===== config.mk =====
export PLATFORM = sky130hd
export DESIGN_NAME = pwm_duty_sequencer
export DESIGN_NICKNAME = d
export VERILOG_FILES = /design/src/rtl/pwm_pkg.sv /design/src/rtl/pwm_duty_sequencer_core.sv /design/src/rtl/pwm_duty_sequencer.sv
export SDC_FILE = /design/constraint.sdc
export NUM_CORES = 1
export LEC_CHECK = 0
export BUFFER_PORTS_ARGS = -buffer_cell sky130_fd_sc_hd__buf_4
export CORE_ASPECT_RATIO = 1.1
export CORE_MARGIN = 3
export CORE_UTILIZATION = 40
export CTS_CLUSTER_DIAMETER = 30
export DETAILED_ROUTE_END_ITERATION = 6
export PLACE_DENSITY = 0.59
export SLEW_MARGIN = 30
export SYNTH_ARGS = -nofsm -noshare
export SYNTH_HDL_FRONTEND = slang
export SYNTH_SLANG_ARGS = --single-unit

===== constraint.sdc =====
create_clock -name clk -period 3 [get_ports clk]
set_input_delay 0.6 -clock clk [delete_from_list [all_inputs] [get_ports clk]]
set_output_delay 0.6 -clock clk [all_outputs]
set_load 0.02 [all_outputs]

===== src/rtl/pwm_pkg.sv =====
// Shared constants, FSM state type and duty clamp helper for the PWM duty sequencer.
package pwm_pkg;

  localparam int DUTY_W       = 4;
  localparam int DUTY_MIN_DEF = 1;
  localparam int DUTY_MAX_DEF = 9;
  localparam logic [DUTY_W-1:0] DUTY_RESET = 4'd5;

  typedef enum logic {
    IDLE = 1'b0,
    RAMP = 1'b1
  } state_e;

  function automatic logic [DUTY_W-1:0] clamp_duty(
    input logic [DUTY_W-1:0] d,
    input logic [DUTY_W-1:0] lo,
    input logic [DUTY_W-1:0] hi
  );
    logic [DUTY_W-1:0] r;
    if (d < lo) begin
      r = lo;
    end else if (d > hi) begin
      r = hi;
    end else begin
      r = d;
    end
    return r;
  endfunction

endpackage


===== src/rtl/pwm_duty_sequencer_core.sv =====
// PWM period counter with registered compare output and registered end-of-period flag.
module pwm_core
  import pwm_pkg::*;
#(
  parameter int PERIOD = 10
) (
  input  logic              clk,
  input  logic              rst_n,
  input  logic [DUTY_W-1:0] duty,
  output logic              pwm_out,
  output logic              period_end
);

  localparam logic [3:0] CNT_LAST = 4'(PERIOD - 1);

  logic [3:0] cnt_q, cnt_d;
  logic       pwm_q, pwm_d;
  logic       pe_q, pe_d;

  // Next counter value; the end flag is precomputed so it lines up with cnt_q == CNT_LAST.
  always_comb begin
    if (cnt_q == CNT_LAST) begin
      cnt_d = 4'd0;
    end else begin
      cnt_d = cnt_q + 4'd1;
    end
    pe_d  = (cnt_d == CNT_LAST);
    pwm_d = (cnt_q < duty);
  end

  // Counter, waveform and period-end registers.
  always_ff @(posedge clk) begin
    if (!rst_n) begin
      cnt_q <= 4'd0;
      pwm_q <= 1'b0;
      pe_q  <= 1'b0;
    end else begin
      cnt_q <= cnt_d;
      pwm_q <= pwm_d;
      pe_q  <= pe_d;
    end
  end

  assign pwm_out    = pwm_q;
  assign period_end = pe_q;

endmodule


===== src/rtl/pwm_duty_sequencer.sv =====
// Two-requester duty target arbiter that ramps the applied PWM duty one count per step interval.
module pwm_duty_sequencer
  import pwm_pkg::*;
#(
  parameter int PERIOD       = 10,
  parameter int STEP_PERIODS = 4,
  parameter int DUTY_MIN     = DUTY_MIN_DEF,
  parameter int DUTY_MAX     = DUTY_MAX_DEF
) (
  input  logic              clk,
  input  logic              rst_n,
  input  logic              a_valid,
  input  logic [DUTY_W-1:0] a_duty,
  output logic              a_ready,
  input  logic              b_valid,
  input  logic [DUTY_W-1:0] b_duty,
  output logic              b_ready,
  output logic [DUTY_W-1:0] duty_cur,
  output logic [DUTY_W-1:0] target,
  output logic              busy,
  output logic              period_end,
  output logic              pwm_out
);

  localparam int STEP_W = (STEP_PERIODS > 1) ? $clog2(STEP_PERIODS) : 1;
  localparam logic [STEP_W-1:0] STEP_LAST = STEP_W'(STEP_PERIODS - 1);
  localparam logic [DUTY_W-1:0] DMIN_C = DUTY_W'(DUTY_MIN);
  localparam logic [DUTY_W-1:0] DMAX_C = DUTY_W'(DUTY_MAX);

  state_e              state_q, state_d;
  logic [DUTY_W-1:0]   duty_q, duty_d;
  logic [DUTY_W-1:0]   target_q, target_d;
  logic [STEP_W-1:0]   step_q, step_d;
  logic                last_b_q, last_b_d;

  logic                grant_a_s, grant_b_s;
  logic [DUTY_W-1:0]   req_s, req_clamped_s, duty_step_s;
  logic                period_end_s;

  // Round-robin: on a tie the requester that was not granted last wins.
  assign grant_a_s = (state_q == IDLE) && a_valid && (!b_valid || last_b_q);
  assign grant_b_s = (state_q == IDLE) && b_valid && (!a_valid || !last_b_q);
  assign req_s         = grant_b_s ? b_duty : a_duty;
  assign req_clamped_s = clamp_duty(req_s, DMIN_C, DMAX_C);
  assign duty_step_s   = (target_q > duty_q) ? (duty_q + 4'd1) : (duty_q - 4'd1);

  // FSM next-state: accept in IDLE, step duty only on the step-interval period end in RAMP.
  always_comb begin
    state_d  = state_q;
    duty_d   = duty_q;
    target_d = target_q;
    step_d   = step_q;
    last_b_d = last_b_q;
    case (state_q)
      IDLE: begin
        if (grant_a_s || grant_b_s) begin
          target_d = req_clamped_s;
          last_b_d = grant_b_s;
          step_d   = '0;
          if (req_clamped_s != duty_q) begin
            state_d = RAMP;
          end else begin
            state_d = IDLE;
          end
        end else begin
          state_d = IDLE;
        end
      end
      RAMP: begin
        if (period_end_s) begin
          if (step_q == STEP_LAST) begin
            step_d = '0;
            duty_d = duty_step_s;
            if (duty_step_s == target_q) begin
              state_d = IDLE;
            end else begin
              state_d = RAMP;
            end
          end else begin
            step_d = step_q + STEP_W'(1);
          end
        end else begin
          step_d = step_q;
        end
      end
      default: begin
        state_d = IDLE;
        step_d  = '0;
      end
    endcase
  end

  // Sequencer state registers.
  always_ff @(posedge clk) begin
    if (!rst_n) begin
      state_q  <= IDLE;
      duty_q   <= DUTY_RESET;
      target_q <= DUTY_RESET;
      step_q   <= '0;
      last_b_q <= 1'b1;
    end else begin
      state_q  <= state_d;
      duty_q   <= duty_d;
      target_q <= target_d;
      step_q   <= step_d;
      last_b_q <= last_b_d;
    end
  end

  pwm_core #(
    .PERIOD(PERIOD)
  ) u_core (
    .clk       (clk),
    .rst_n     (rst_n),
    .duty      (duty_q),
    .pwm_out   (pwm_out),
    .period_end(period_end_s)
  );

  assign a_ready    = grant_a_s;
  assign b_ready    = grant_b_s;
  assign duty_cur   = duty_q;
  assign target     = target_q;
  assign busy       = (state_q == RAMP);
  assign period_end = period_end_s;

endmodule

==> impl_metrics.xml, run 1 <==
<?xml version="1.0" encoding="UTF-8"?>
<metrics>
  <group name="run_status">
    <metric name="run_status" unit="">finished clean</metric>
  </group>
  <group name="route">
    <metric name="drt_pass1_iterations" unit="">4</metric>
    <metric name="drc" unit="">0</metric>
    <metric name="drt.antenna.violating_nets" unit="">0</metric>
    <metric name="detail_route.iter0.violations" unit="">30</metric>
    <metric name="routed-via-count" unit="">1010</metric>
    <metric name="avgRoutedWirePerCell" unit="um">13.95</metric>
    <metric name="avgViaCountPerCell" unit="">5.344</metric>
    <metric name="wirelength" unit="um">2636</metric>
  </group>
  <group name="cells_and_area">
    <metric name="n_fill_cell" unit="">254</metric>
    <metric name="most_frequent_cells_in_the_layout" unit="">sky130_fd_sc_hd__buf_4 (27), sky130_fd_sc_hd__dfxtp_1 (18), sky130_fd_sc_hd__nor2_1 (13)</metric>
    <metric name="syn2layout_area_growth" unit="%">23.75</metric>
    <metric name="post_route_cells_drive_above_1_share" unit="%">26.58</metric>
    <metric name="diodes" unit="">0</metric>
    <metric name="finish.utilization" unit="%">54.59</metric>
    <metric name="layout.cells.most_common" unit="">sky130_fd_sc_hd__buf_4</metric>
    <metric name="finish.net_count" unit="">182</metric>
  </group>
  <group name="floorplan">
    <metric name="initial_utilization" unit="%">44.11</metric>
    <metric name="die_height" unit="um">62.33</metric>
    <metric name="num_io_pins" unit="">25</metric>
    <metric name="num_rows" unit="">19</metric>
    <metric name="core-area" unit="um^2">2615</metric>
    <metric name="die-area" unit="um^2">3565</metric>
    <metric name="die_width" unit="um">57.21</metric>
  </group>
  <group name="timing">
    <metric name="clock.fmax" unit="MHz">364.5</metric>
    <metric name="worst-slew-pin-transition" unit="ns">0.3392</metric>
    <metric name="period_minus_slack" unit="ns">2.744</metric>
    <metric name="slew_headroom" unit="%">77.39</metric>
    <metric name="final_clock_period_utilization_by_the_worst_path" unit="%">91.45</metric>
    <metric name="hold_violations" unit="">0</metric>
    <metric name="grt_setup_unrepaired" unit="">no</metric>
    <metric name="setup_viol_count_final" unit="">0</metric>
    <metric name="tns" unit="ns">0</metric>
    <metric name="timing.final.max_slew_violations" unit="">0</metric>
    <metric name="finClkSkew" unit="ns">0.002742</metric>
  </group>
  <group name="clocking">
    <metric name="htree_num_levels" unit="">1</metric>
    <metric name="cts-root-buf" unit="">sky130_fd_sc_hd__clkbuf_4</metric>
    <metric name="clock_tree_from_tritoncts" unit="">yes</metric>
    <metric name="clockBufferDepth" unit="">2</metric>
    <metric name="cts-buffers-inserted" unit="">3</metric>
    <metric name="clkSinkCount" unit="">18</metric>
    <metric name="postCtsHoldBufs" unit="">0</metric>
    <metric name="path_clk_slew" unit="ns">0.11</metric>
    <metric name="clk-insertion-delay-late" unit="ns">0.29</metric>
  </group>
  <group name="placement">
    <metric name="finalWeightedCongestion" unit="">0.9469</metric>
    <metric name="place.detailed.hpwl" unit="um">2127</metric>
    <metric name="numPortBuffers" unit="">24</metric>
  </group>
  <group name="critical_path">
    <metric name="critical_path.slowest_cell" unit="">sky130_fd_sc_hd__dfxtp_1</metric>
    <metric name="worst_path_class_setup" unit="">reg2reg</metric>
    <metric name="cp.required" unit="ns">3.17</metric>
    <metric name="end_kind" unit="">flop</metric>
    <metric name="crit_path_cell_trace" unit="">inv_1 &gt; ha_1 &gt; nand3b_1 &gt; a21boi_1 &gt; o21ai_2 &gt; ha_1 &gt; a21o_1 &gt; a21oi_2 &gt; xnor2_1 &gt; xnor2_1 &gt; o311ai_0 &gt; o211ai_1</metric>
    <metric name="cpLargestDelayFamily" unit="">compound AO/OA/AOI/OAI gates</metric>
    <metric name="cp-start-kind" unit="">flop</metric>
    <metric name="arrival" unit="ns">2.91</metric>
    <metric name="cp_max_fo" unit="">5</metric>
    <metric name="cpPeakStageDelay" unit="ns">0.44</metric>
    <metric name="worst-path-buf-inv" unit="">1</metric>
  </group>
  <group name="global_route">
    <metric name="grt_max_degree" unit="">14</metric>
    <metric name="vias_in_the_first_global_route" unit="">974</metric>
    <metric name="first_pass_grt_wire_length" unit="um">4547</metric>
    <metric name="antenna_found_initial" unit="">0</metric>
    <metric name="grt_usage" unit="%">15.58</metric>
    <metric name="overflow" unit="">0</metric>
  </group>
  <group name="pwr">
    <metric name="power.ir.vdd_worst" unit="V">0.0002725</metric>
    <metric name="p_per_area" unit="nW/um^2">516.9</metric>
    <metric name="power.leakage" unit="nW">0.6378</metric>
  </group>
  <group name="run">
    <metric name="cap_viol_max_count" unit="">0</metric>
  </group>
  <group name="worst_hold_path">
    <metric name="timing.hold.worst.class" unit="">reg2reg</metric>
  </group>
  <group name="yosys">
    <metric name="yosysWarningCount" unit="">0</metric>
    <metric name="fraction_of_the_yosys_area_taken_by_sequential_cells" unit="%">31.24</metric>
    <metric name="syn_area_per_cell" unit="um^2">8.943</metric>
    <metric name="synth-main-ff-cell" unit="">sky130_fd_sc_hd__dfxtp_1</metric>
    <metric name="asyncSetResetFlopFracSynth" unit="%">0</metric>
    <metric name="netlist_area" unit="um^2">1154</metric>
    <metric name="syn-num-nets" unit="">152</metric>
    <metric name="post_synth_inst_count" unit="">129</metric>
    <metric name="yosys.cell_types.count" unit="">41</metric>
    <metric name="synth.ff_latch_count" unit="">18</metric>
    <metric name="synth-edff-count" unit="">0</metric>
  </group>
</metrics>
## cells by family after synthesis
logic type / share of synthesized area (%)
simple gates: 17.90
mux: 4.121
xor+xnor: 10.63
buf+inv: 4.230
compound gates: 19.31
flops: 31.24
fa+ha+maj: 12.58
## Yosys cell counts, types with 2 or more instances
master | n | share of area (%)
sky130_fd_sc_hd__a21boi_1 | 2 | 1.3
sky130_fd_sc_hd__a21oi_1 | 9 | 3.9
sky130_fd_sc_hd__clkbuf_1 | 2 | 0.65
sky130_fd_sc_hd__dfxtp_1 | 18 | 31
sky130_fd_sc_hd__ha_1 | 10 | 11
sky130_fd_sc_hd__inv_1 | 8 | 2.6
sky130_fd_sc_hd__inv_2 | 2 | 0.65
sky130_fd_sc_hd__nand2_1 | 9 | 2.9
sky130_fd_sc_hd__nand2b_1 | 2 | 1.1
sky130_fd_sc_hd__nand3_1 | 3 | 1.3
sky130_fd_sc_hd__nand3b_1 | 2 | 1.3
sky130_fd_sc_hd__nor2_1 | 13 | 4.2
sky130_fd_sc_hd__nor3_1 | 3 | 1.3
sky130_fd_sc_hd__o211ai_1 | 4 | 2.6
sky130_fd_sc_hd__o21ai_1 | 4 | 1.7
sky130_fd_sc_hd__xnor2_1 | 9 | 6.8
sky130_fd_sc_hd__xor2_1 | 5 | 3.8
## metrics by stage
step / area, um^2 / hold slack (ns) / worst slack, ns / instances / power (mW)
floorplan: 1154 / 0.4516 / 0.2193 / 129 / 0.4937
global placement: 1380 / 0.4595 / 0.2712 / 184 / 0.5744
detailed placement: 1380 / 0.4697 / 0.1583 / 184 / 0.5811
CTS: 1416 / 0.4855 / 0.1376 / 188 / 0.7342
global route: 1428 / 0.5129 / 0.07706 / 189 / 0.7969
finish: 1428 / 0.4821 / 0.2565 / 189 / 0.7379
## what timing repair did
item,in CTS,in global routing
gates resized for setup,0,1
setup buffers,0,1
setup endpoints to repair,0,1
## registers in the layout, summed over array words and instances, names as in the netlist
| name | cells |
|---|---|
| duty_cur | 4 |
| busy | 1 |
| target | 4 |
| u_core.pwm_out | 1 |
| u_core.period_end | 1 |
| u_core.cnt_q | 4 |
| step_q | 2 |
| last_b_q | 1 |
## final timing paths
check                                 start        end  slack, ns  cells past startpoint
worst max register to register  duty_cur[1]       busy       0.26                     12
worst min register to register    step_q[1]  step_q[1]       0.48                      2
worst max-delay path            duty_cur[1]       busy       0.26                     12
worst min-delay path              step_q[1]  step_q[1]       0.48                      2
## report_power, final
group	switching, mW	total, mW	leakage, nW	internal, mW
sequential	0.0253	0.282	0.148	0.257
clock	0.0762	0.150	0.0210	0.0738
combinational	0.160	0.306	0.469	0.146
## per-layer routing
layer / vias to the layer above / share of wire (%) / GRT usage, %
li1: 512 / - / -
met1: 477 / 48 / 22.91
met2: 17 / 47 / 23.71
met3: 4 / 3.7 / 2.484
met4: 0 / 1.1 / 3.478
met5: - / 0 / 0
## worst min-delay path: stages (launching register included)
cell,delay (ns)
sky130_fd_sc_hd__dfxtp_1,0.33
sky130_fd_sc_hd__nand3_1,0.06
sky130_fd_sc_hd__a21oi_1,0.06
## cell type report
| class | count | area (um^2) | share of cell area (%) |
|---|---|---|---|
| timing repair buffer | 27 | 202.7 | 14.20 |
| clock buffer | 4 | 36.28 | 2.542 |
| tap | 31 | 38.79 | 2.717 |
| sequential | 18 | 360.3 | 25.24 |
| inverter | 11 | 41.29 | 2.892 |
| multi-input combinational | 98 | 748.2 | 52.41 |
Power figures use the tool's default switching activity.
==> run 2: changes to the inputs <==
- PLACE_DENSITY: 0.59 -> unset
==> run 2 against run 1 <==
Via count decreased by 0.50%. Sequential power is essentially flat. Design area down 1.1%. Clock-buffer cell count decreased by 1. Global-route usage is 0.36 points higher. Combinational power is essentially flat. Routed wire length up 3.1%. Flip-flop and latch count unchanged. First-iteration DRC count rose by 80%. Critical path depth is 1 lower. Clock skew rose by 0.0010 ns. Total power fell by 3.9%. Critical path type unchanged. Largest power group unchanged.
==> impl_metrics.xml, run 2 (synthesis results as in run 1) <==
<?xml version="1.0" encoding="UTF-8"?>
<metrics>
  <group name="run_status">
    <metric name="run_status" unit="">finished clean</metric>
  </group>
  <group name="placement">
    <metric name="detailedPlace.worstSlack" unit="ns">0.1972</metric>
    <metric name="numPortBuffers" unit="">24</metric>
    <metric name="finalWeightedCongestion" unit="">0.8783</metric>
    <metric name="place.detailed.instances" unit="">183</metric>
    <metric name="place.detailed.hpwl" unit="um">2131</metric>
  </group>
  <group name="timing">
    <metric name="clock.fmax" unit="MHz">357.3</metric>
    <metric name="timing.final.max_slew_violations" unit="">0</metric>
    <metric name="tns" unit="ns">0</metric>
    <metric name="finClkSkew" unit="ns">0.003746</metric>
    <metric name="worst-slew-pin-transition" unit="ns">0.3086</metric>
    <metric name="slew_headroom" unit="%">79.20</metric>
    <metric name="hold_violations" unit="">0</metric>
    <metric name="period_minus_slack" unit="ns">2.799</metric>
    <metric name="setup_viol_count_final" unit="">0</metric>
    <metric name="final_clock_period_utilization_by_the_worst_path" unit="%">93.29</metric>
    <metric name="final_critical_path_setup_slack" unit="ns">0.2012</metric>
  </group>
  <group name="cells_and_area">
    <metric name="finish.utilization" unit="%">53.97</metric>
    <metric name="finish.net_count" unit="">182</metric>
    <metric name="n_fill_cell" unit="">254</metric>
    <metric name="most_frequent_cells_in_the_layout" unit="">sky130_fd_sc_hd__buf_4 (27), sky130_fd_sc_hd__dfxtp_1 (17), sky130_fd_sc_hd__nor2_1 (13)</metric>
    <metric name="fin_cells" unit="">188</metric>
    <metric name="total_area_of_multi_input_combinational_cells" unit="um^2">744.5</metric>
    <metric name="post_route_cells_drive_above_1_share" unit="%">26.11</metric>
    <metric name="register_area" unit="um^2">361.6</metric>
    <metric name="syn2layout_area_growth" unit="%">22.34</metric>
    <metric name="layout.cells.most_common" unit="">sky130_fd_sc_hd__buf_4</metric>
    <metric name="diodes" unit="">0</metric>
  </group>
  <group name="run">
    <metric name="cap_viol_max_count" unit="">0</metric>
  </group>
  <group name="floorplan">
    <metric name="die-area" unit="um^2">3565</metric>
    <metric name="core-area" unit="um^2">2615</metric>
    <metric name="num_io_pins" unit="">25</metric>
    <metric name="die_height" unit="um">62.33</metric>
    <metric name="num_rows" unit="">19</metric>
    <metric name="die_width" unit="um">57.21</metric>
    <metric name="initial_utilization" unit="%">44.11</metric>
  </group>
  <group name="clocking">
    <metric name="clockBufferDepth" unit="">2</metric>
    <metric name="clk-insertion-delay-late" unit="ns">0.29</metric>
    <metric name="htree_num_levels" unit="">1</metric>
    <metric name="cts-buffers-inserted" unit="">3</metric>
    <metric name="path_clk_slew" unit="ns">0.11</metric>
    <metric name="postCtsHoldBufs" unit="">0</metric>
    <metric name="clock_tree_from_tritoncts" unit="">yes</metric>
    <metric name="clkSinkCount" unit="">18</metric>
    <metric name="cts-root-buf" unit="">sky130_fd_sc_hd__clkbuf_4</metric>
  </group>
  <group name="critical_path">
    <metric name="crit_path_cell_trace" unit="">inv_1 &gt; ha_1 &gt; a21boi_1 &gt; o21ai_2 &gt; ha_1 &gt; a21o_1 &gt; a21oi_1 &gt; xnor2_1 &gt; xnor2_1 &gt; o311ai_0 &gt; o211ai_1</metric>
    <metric name="cp-start-kind" unit="">flop</metric>
    <metric name="cp_max_fo" unit="">7</metric>
    <metric name="end_kind" unit="">flop</metric>
    <metric name="cpPeakStageDelay" unit="ns">0.46</metric>
    <metric name="arrival" unit="ns">2.97</metric>
    <metric name="critical_path.slowest_cell" unit="">sky130_fd_sc_hd__dfxtp_1</metric>
    <metric name="worst_path_class_setup" unit="">reg2reg</metric>
    <metric name="cp.required" unit="ns">3.17</metric>
  </group>
  <group name="global_route">
    <metric name="grt_max_degree" unit="">14</metric>
    <metric name="first_pass_grt_wire_length" unit="um">4554</metric>
    <metric name="overflow" unit="">0</metric>
    <metric name="vias_in_the_first_global_route" unit="">986</metric>
    <metric name="grt_usage" unit="%">15.94</metric>
    <metric name="antenna_found_initial" unit="">0</metric>
  </group>
  <group name="pwr">
    <metric name="power.ir.vdd_worst" unit="V">0.0002739</metric>
    <metric name="power.leakage" unit="nW">0.6303</metric>
    <metric name="p_total" unit="uW">709.5</metric>
    <metric name="p_per_area" unit="nW/um^2">502.7</metric>
  </group>
  <group name="route">
    <metric name="avgViaCountPerCell" unit="">5.346</metric>
    <metric name="drc" unit="">0</metric>
    <metric name="drt.antenna.violating_nets" unit="">0</metric>
    <metric name="routed-via-count" unit="">1005</metric>
    <metric name="avgRoutedWirePerCell" unit="um">14.46</metric>
    <metric name="drt_pass1_iterations" unit="">4</metric>
    <metric name="detail_route.iter0.violations" unit="">54</metric>
    <metric name="wirelength" unit="um">2719</metric>
  </group>
  <group name="worst_hold_path">
    <metric name="timing.hold.worst.class" unit="">reg2reg</metric>
  </group>
</metrics>
==> run 2: cell count changes in the layout (fill, tap and decap cells not counted), sizes merged <==
cell	change
clkbuf	-1
==> run 2: power by group <==
part | leakage, nW | internal (mW) | switching (mW) | total, mW
Clock | 0.0138 | 0.0466 | 0.0756 | 0.122
Sequential | 0.148 | 0.257 | 0.0269 | 0.284
Combinational | 0.468 | 0.149 | 0.155 | 0.304
==> run 2: metal layers <==
metal  part of all wire, %  track usage (%)
met5                     0                0
met1                    47            21.06
met2                    48            26.14
met4                  0.40            4.928
met3                   4.7            2.692
==> run 2: worst max-delay path, delay by kind of cell, from the launching register on <==
kind                       cells  cell delay [ns]
buffers and inverters          1             0.11
adders and majority gates      2             0.61
AOI/OAI and AO/OA              6             1.23
DFF                            1             0.46
xor gates and xnor gates       2             0.26
==> run 2: path summary, 6_finish.rpt <==
path,start,endpoint,slack (ns),depth (start not counted)
setup / recovery,duty_cur[3],busy,0.20,11
hold / removal,step_q[1],step_q[1],0.50,2
setup reg to reg,duty_cur[3],busy,0.20,11
hold reg to reg,step_q[1],step_q[1],0.50,2
==> run 2: layout make-up <==
class                           instances  area share, %
Multi-Input combinational cell         98          52.75
Sequential cell                        18          25.62
Timing Repair Buffer                   27          14.36
Inverter                               11          2.926
Tap cell                               31          2.748
Clock buffer                            3          1.596
==> run 2: what timing repair did <==
action,in CTS,in global routing
buffers inserted,0,2
resized for setup,0,1
setup endpoints to repair,0,1
==> run 2: metrics by stage <==
stage	instance area [um^2]	hold slack, ns
4_1_cts	1395	0.4920
2_1_floorplan	1154	0.4516
3_3_place_gp	1373	0.4578
6_report	1411	0.4955
3_5_place_dp	1373	0.4774
5_1_grt	1411	0.5200
